--- config.mk ---
export PLATFORM = sky130hd
export DESIGN_NAME = mem_stub
export DESIGN_NICKNAME = d
export VERILOG_FILES = /design/src/rtl/mem_stub.sv
export SDC_FILE = /design/constraint.sdc
export NUM_CORES = 1
export LEC_CHECK = 0
export ABC_AREA = 1
export CAP_MARGIN = 20
export CORE_ASPECT_RATIO = 1.1
export CORE_MARGIN = 2
export CORE_UTILIZATION = 39
export DETAILED_ROUTE_END_ITERATION = 6
export PLACE_DENSITY_LB_ADDON = 0.1
export SLEW_MARGIN = 20
export SYNTH_ARGS = -nofsm -noshare
export SYNTH_HDL_FRONTEND = slang
export SYNTH_SLANG_ARGS = --single-unit
export TNS_END_PERCENT = 50
--- constraint.sdc ---
create_clock -name clk -period 5.8 [get_ports clk]
set_input_delay 1.74 -clock clk [delete_from_list [all_inputs] [get_ports clk]]
set_output_delay 1.74 -clock clk [all_outputs]
set_load 0.05 [all_outputs]
--- src/rtl/mem_stub.sv ---
`default_nettype none
// ============================================================================
// Module   : mem_stub
// Purpose  : Default memory-bus slave/terminator. Each channel echoes requests
//            back in order after a fixed latency; the master side is idle.
// Revision : 1.0 - initial release
// ============================================================================
module mem_stub #(
    parameter int         NCH   = 2,
    parameter int         LAT   = 1,
    parameter int         DEPTH = 4,
    parameter logic [7:0] MESI  = 8'h01
) (
    input  logic              clk,
    input  logic              rst,
    input  logic [NCH-1:0]    s_mem_lock,
    input  logic [8*NCH-1:0]  s_mem_rqst,
    input  logic [8*NCH-1:0]  s_mem_trsc,
    input  logic [64*NCH-1:0] s_mem_addr,
    output logic [8*NCH-1:0]  s_mem_resp,
    output logic [8*NCH-1:0]  s_mem_rtrc,
    output logic [8*NCH-1:0]  s_mem_mesi,
    output logic [NCH-1:0]    s_mem_ovf,
    output logic [16*NCH-1:0] s_mem_drop,
    output logic [NCH-1:0]    m_mem_lock,
    output logic [8*NCH-1:0]  m_mem_rqst,
    output logic [8*NCH-1:0]  m_mem_trsc,
    output logic [64*NCH-1:0] m_mem_addr,
    input  logic [8*NCH-1:0]  m_mem_resp,
    input  logic [8*NCH-1:0]  m_mem_mesi
);

    localparam int C_TW = (LAT > 1) ? $clog2(LAT) : 1;
    localparam int C_CW = $clog2(DEPTH + 1);
    localparam int C_PW = (DEPTH > 1) ? $clog2(DEPTH) : 1;

    // The push cycle already counts as one aging step, so entries are stored
    // with LAT-2 remaining; this makes a lone request respond at t+LAT.
    localparam logic [C_TW-1:0] C_LOAD  = C_TW'((LAT > 1) ? LAT - 2 : 0);
    localparam logic [C_TW-1:0] C_T_ONE = C_TW'(1);
    localparam logic [C_CW-1:0] C_FULL  = C_CW'(DEPTH);
    localparam logic [C_CW-1:0] C_C_ONE = C_CW'(1);
    localparam logic [C_PW-1:0] C_LAST  = C_PW'(DEPTH - 1);
    localparam logic [C_PW-1:0] C_P_ONE = C_PW'(1);
    localparam bit              C_BYP   = (LAT == 1);

    assign m_mem_lock = '0;
    assign m_mem_rqst = '0;
    assign m_mem_trsc = '0;
    assign m_mem_addr = '0;

    logic w_unused;
    assign w_unused = ^{s_mem_addr, m_mem_resp, m_mem_mesi};

    function automatic logic [C_PW-1:0] ptr_next(input logic [C_PW-1:0] p);
        return (p == C_LAST) ? '0 : p + C_P_ONE;
    endfunction

    for (genvar c = 0; c < NCH; c++) begin : g_ch
        logic [7:0]      r_q_rqst [DEPTH];
        logic [7:0]      r_q_trsc [DEPTH];
        logic [C_TW-1:0] r_q_cnt  [DEPTH];
        logic [C_PW-1:0] r_rd;
        logic [C_PW-1:0] r_wr;
        logic [C_CW-1:0] r_cnt;
        logic [7:0]      r_resp;
        logic [7:0]      r_rtrc;
        logic [7:0]      r_mesi;
        logic            r_ovf;
        logic [15:0]     r_drop;

        logic [7:0] w_rqst;
        logic [7:0] w_trsc;
        logic       w_lock;
        logic       w_req;
        logic       w_empty;
        logic       w_full;
        logic       w_pop;
        logic       w_byp;
        logic       w_push;
        logic       w_drop;

        assign w_rqst  = s_mem_rqst[8*c +: 8];
        assign w_trsc  = s_mem_trsc[8*c +: 8];
        assign w_lock  = s_mem_lock[c];
        assign w_req   = (w_rqst != 8'h00);
        assign w_empty = (r_cnt == '0);
        assign w_full  = (r_cnt == C_FULL);
        assign w_pop   = !w_empty && (r_q_cnt[r_rd] == '0) && !w_lock;
        assign w_byp   = C_BYP && w_empty && !w_lock && w_req;
        // A pop in the same cycle frees the slot a full FIFO needs.
        assign w_push  = w_req && !w_byp && (!w_full || w_pop);
        assign w_drop  = w_req && w_full && !w_pop;

        always_ff @(posedge clk) begin
            if (rst) begin
                for (int i = 0; i < DEPTH; i++) begin
                    r_q_rqst[i] <= '0;
                    r_q_trsc[i] <= '0;
                    r_q_cnt[i]  <= '0;
                end
                r_rd   <= '0;
                r_wr   <= '0;
                r_cnt  <= '0;
                r_resp <= '0;
                r_rtrc <= '0;
                r_mesi <= '0;
                r_ovf  <= 1'b0;
                r_drop <= '0;
            end else begin
                for (int i = 0; i < DEPTH; i++) begin
                    if (r_q_cnt[i] != '0) begin
                        r_q_cnt[i] <= r_q_cnt[i] - C_T_ONE;
                    end
                end
                if (w_push) begin
                    r_q_rqst[r_wr] <= w_rqst;
                    r_q_trsc[r_wr] <= w_trsc;
                    r_q_cnt[r_wr]  <= C_LOAD;
                    r_wr           <= ptr_next(r_wr);
                end
                if (w_pop) begin
                    r_rd <= ptr_next(r_rd);
                end
                if (w_push && !w_pop) begin
                    r_cnt <= r_cnt + C_C_ONE;
                end else if (w_pop && !w_push) begin
                    r_cnt <= r_cnt - C_C_ONE;
                end

                if (w_pop) begin
                    r_resp <= r_q_rqst[r_rd];
                    r_rtrc <= r_q_trsc[r_rd];
                    r_mesi <= MESI;
                end else if (w_byp) begin
                    r_resp <= w_rqst;
                    r_rtrc <= w_trsc;
                    r_mesi <= MESI;
                end else begin
                    r_resp <= '0;
                    r_rtrc <= '0;
                    r_mesi <= '0;
                end

                if (w_drop) begin
                    r_ovf <= 1'b1;
                    if (r_drop != 16'hFFFF) begin
                        r_drop <= r_drop + 16'd1;
                    end
                end
            end
        end

        assign s_mem_resp[8*c +: 8]   = r_resp;
        assign s_mem_rtrc[8*c +: 8]   = r_rtrc;
        assign s_mem_mesi[8*c +: 8]   = r_mesi;
        assign s_mem_ovf[c]           = r_ovf;
        assign s_mem_drop[16*c +: 16] = r_drop;
    end

endmodule
`default_nettype wire

==> summary.md <==
| Metric | Value |
|---|---|
| Status | finished clean |
| Least-Margin Pin Slew | 1.01 ns |
| Clock Latency Late Sink | 0.53 ns |
| WHS | 0.475 ns |
| Final Skew | 0.0181 ns |
| Post-synth top area cell | edfxtp_1 |
| Port Buf Inserts | 103 |
| Total track usage | 18.3% |
| Post-DP HPWL | 18400 um |
| Slew HR | 32.5% |
| CTS hold repair buffers | 0 |
| Peak Freq | 242 MHz |
| DRT Pass-1 Iters | 5 |
| Hold depth | 2 |
| R2r worst-path depth | 9 |
| Clk buf depth | 3 |
| Distinct cell type count after synthesis | 37 |
| Syn Inst Count | 1250 |
| Cts repair resizes | 0 |
| Placed insts | 1697 |
| Nets | 1559 |
| Final setup violation count | 0 |
| Clock root cell | clkbuf_16 |
| Diode count | 0 |
| Max Slew Vio Count | 0 |
| Syn Std Cell Area | 11700 um^2 |
| Maximum vdd drop | 0.000237 V |
| RSZ-0062 raised after global routing | false |
| CP max FO | 17 |
| Hold Path Origin | g_ch[0].r_ovf$_SDFFE_PP0P_ |
| Setup repair bufs after CTS | 0 |
| Initial antenna violation count | 4 |
| Routed vias | 8335 |
| Crit-path slowest cell | o21ai_1 |
| Vias in the first global route | 7928 |
| PD cells | 440 nW/um^2 |
| Largest delay share family, worst path | simple AND/OR/NAND/NOR gates |
| Share of the synthesized area in the top cell type | 32.9% |
| Worst path max stage delay | 0.75 ns |
| Area Growth Syn to Fin | 12.8% |
| Die X | 169 um |
| R2r setup slk | 2.35 ns |
| Flops & latches, synth | 222 |
| Gr ovfl total | 0 |
| Vias/cell | 4.78 |
| Tcrit/Tclk final | 71.2% |
| Core outline area | 29600 um^2 |
| Routed Antenna Nets | 0 |
| Initial core utilization | 39.6% |
| Full die area | 31400 um^2 |
| Total Wirelength | 29000 um |
| RR Endpoint | g_ch[1].r_q_trsc[2][2]$_SDFFCE_PN0P_ |
| FF/Latch Area | 5730 um^2 |
| Leakage | 0.00519 uW |
| Crit. End Element | register |
| Filler cell count in the final layout | 2880 |
| Wire per inst | 16.6 um |
| Crit path time final | 4.13 ns |
| Area of the multi-input gates | 4650 um^2 |
| Crit-path most repeated cell | nor2_1 |
| Total power | 5800 uW |
| Layout cell share with drive strength beyond 1 | 12.0% |
| Util after Layout | 44.6% |
| DR DRC count | 0 |
| Startpoint Class | input port |
| Hold Path End | g_ch[0].r_ovf$_SDFFE_PP0P_ |
| Syn avg cell area | 9.35 um^2 |
| Final TNS setup | 0 ns |
| Row count | 66 |
| Worst hold-check path type | register to register |
| TritonCTS buffer count | 26 |
| Area contributors post-synth | edfxtp_1 33%, dfxtp_1 16%, buf_4 12% |
| Post-route insts no fill | 1745 |
| CTS H-tree depth | 1 |
| Max-Cap Viols | 0 |
| Largest net degree at the start of global routing | 70 |
| Clock Sinks | 222 |
| First DRT Iteration DRCs | 380 |
| CP arrival | 4.34 ns |
| CTS tree | yes |
| Die Y | 186 um |
| Synth warn | 0 |
| WP buf/inv | 2 |
| Crit-path cells | clkdlybuf4s50_1 -> nor2_1 -> nand2_1 -> nor2_1 -> nor2_2 -> nand4_4 -> o21ai_1 -> buf_4 |
| Io pins | 440 |
| Critical Path RT | 6.01 ns |
| Final Hold Viols | 0 |
| Final Wtd Congestion | 0.745 |
| First-pass GRT wire length | 44600 um |
| Clock transition at path regs | 0.06 ns |
| Post-synthesis sequential area ratio | 49.0% |
| Crit path kind | input port to register |
==> cells in the final DEF (no fill, tap or decap), types with 7 or more instances in the layout <==
| cell | instances |
|---|---|
| a21oi_1 | 42 |
| a22oi_1 | 30 |
| buf_4 | 23 |
| clkbuf_1 | 7 |
| clkbuf_16 | 27 |
| clkdlybuf4s50_1 | 102 |
| clkinv_1 | 7 |
| conb_1 | 184 |
| dfxtp_1 | 94 |
| edfxtp_1 | 128 |
| ha_1 | 10 |
| inv_1 | 81 |
| nand2_1 | 145 |
| nand3_1 | 21 |
| nor2_1 | 175 |
| nor2_2 | 9 |
| nor3_1 | 27 |
| nor3_2 | 71 |
| o21ai_0 | 81 |
| o22ai_1 | 32 |
| xnor2_1 | 10 |
| xor2_1 | 10 |
==> tightest hold or removal path, stage by stage (launching register included) <==
cell     delay (ns)
dfxtp_1        0.33
nor2_1         0.05
nor2_1         0.07
==> layer usage <==
layer  GRT usage [%]  vias up  part of all wire (%)  wire length [um]
met5               0        -                  0.23                66
met4            3.69        8                   1.3               391
met3            3.49       36                   6.1              1760
met2            31.9      270                    49             14300
met1            23.6     3982                    43             12500
li1                -     4039                     -                 -
==> cells by family after synthesis <==
| logic type | after synthesis | synth area share [%] |
|---|---|---|
| buffers and inverters | 324 | 17.1 |
| adders and majority gates | 12 | 1.41 |
| AOI/OAI and AO/OA | 196 | 9.53 |
| other | 1 | 0.0321 |
| and+or+nand+nor | 475 | 21.4 |
| xor gates and xnor gates | 20 | 1.50 |
| DFF | 222 | 49.0 |
==> worst max path at each step <==
stage / start / end / cells past startpoint
floorplan: s_mem_lock[1] / g_ch[1].r_q_rqst[0][0]$_SDFFCE_PN0P_ / 5
global placement: s_mem_rqst[15] / g_ch[1].r_q_trsc[2][3]$_SDFFCE_PN0P_ / 8
detailed placement: s_mem_rqst[15] / g_ch[1].r_q_trsc[2][3]$_SDFFCE_PN0P_ / 8
CTS: s_mem_rqst[15] / g_ch[1].r_q_trsc[2][4]$_SDFFCE_PN0P_ / 8
global route: s_mem_rqst[15] / g_ch[1].r_q_trsc[2][2]$_SDFFCE_PN0P_ / 8
finish: s_mem_rqst[15] / g_ch[1].r_q_trsc[2][2]$_SDFFCE_PN0P_ / 8
==> synth_stat cells (all sizes together) <==
cell type,count
buf,208
nor2,186
nand2,149
edfxtp,128
nor3,98
dfxtp,94
inv,88
o21ai,87
a21oi,43
o22ai,32
a22oi,30
nand3,29
clkbuf,28
ha,10
nand4,10
xnor2,10
xor2,10
fa,2
nand3b,2
o211a,2
o21a,2
and2,1
conb,1
==> stage by stage <==
step	worst slack, ns	instance area [um^2]
final	1.67	13200
after global routing	1.54	13200
after CTS	1.66	13200
after detailed placement	1.10	12400
after global placement	1.07	12400
after floorplan	1.83	12400
==> power breakdown <==
group / total, uW / leakage (uW) / internal (uW) / switching [uW]
Clock: 1560 / 0.000392 / 916 / 641
Sequential: 2240 / 0.00209 / 2120 / 127
Combinational: 2000 / 0.00270 / 492 / 1500
==> final cells by class <==
| class | count | area share (%) |
|---|---|---|
| Timing Repair Buffer | 126 | 9.09 |
| Clock inverter | 12 | 0.598 |
| Tap cell | 374 | 3.55 |
| Inverter | 88 | 2.54 |
| Sequential cell | 222 | 43.4 |
| Multi-Input combinational cell | 887 | 35.3 |
| Clock buffer | 36 | 5.53 |
==> sequential cells by signal, summed over array words and instances (netlist names), named ones only <==
| register | flops |
|---|---|
| g_ch.r_rtrc | 16 |
| g_ch.r_resp | 16 |
| g_ch.r_wr | 4 |
| g_ch.r_q_trsc | 64 |
| g_ch.r_q_cnt | 8 |
| g_ch.r_drop | 32 |
| g_ch.r_ovf | 2 |
| g_ch.r_cnt | 6 |
| g_ch.r_mesi | 2 |
| g_ch.r_q_rqst | 64 |
| g_ch.r_rd | 4 |
(Power assumes the default switching activity.)
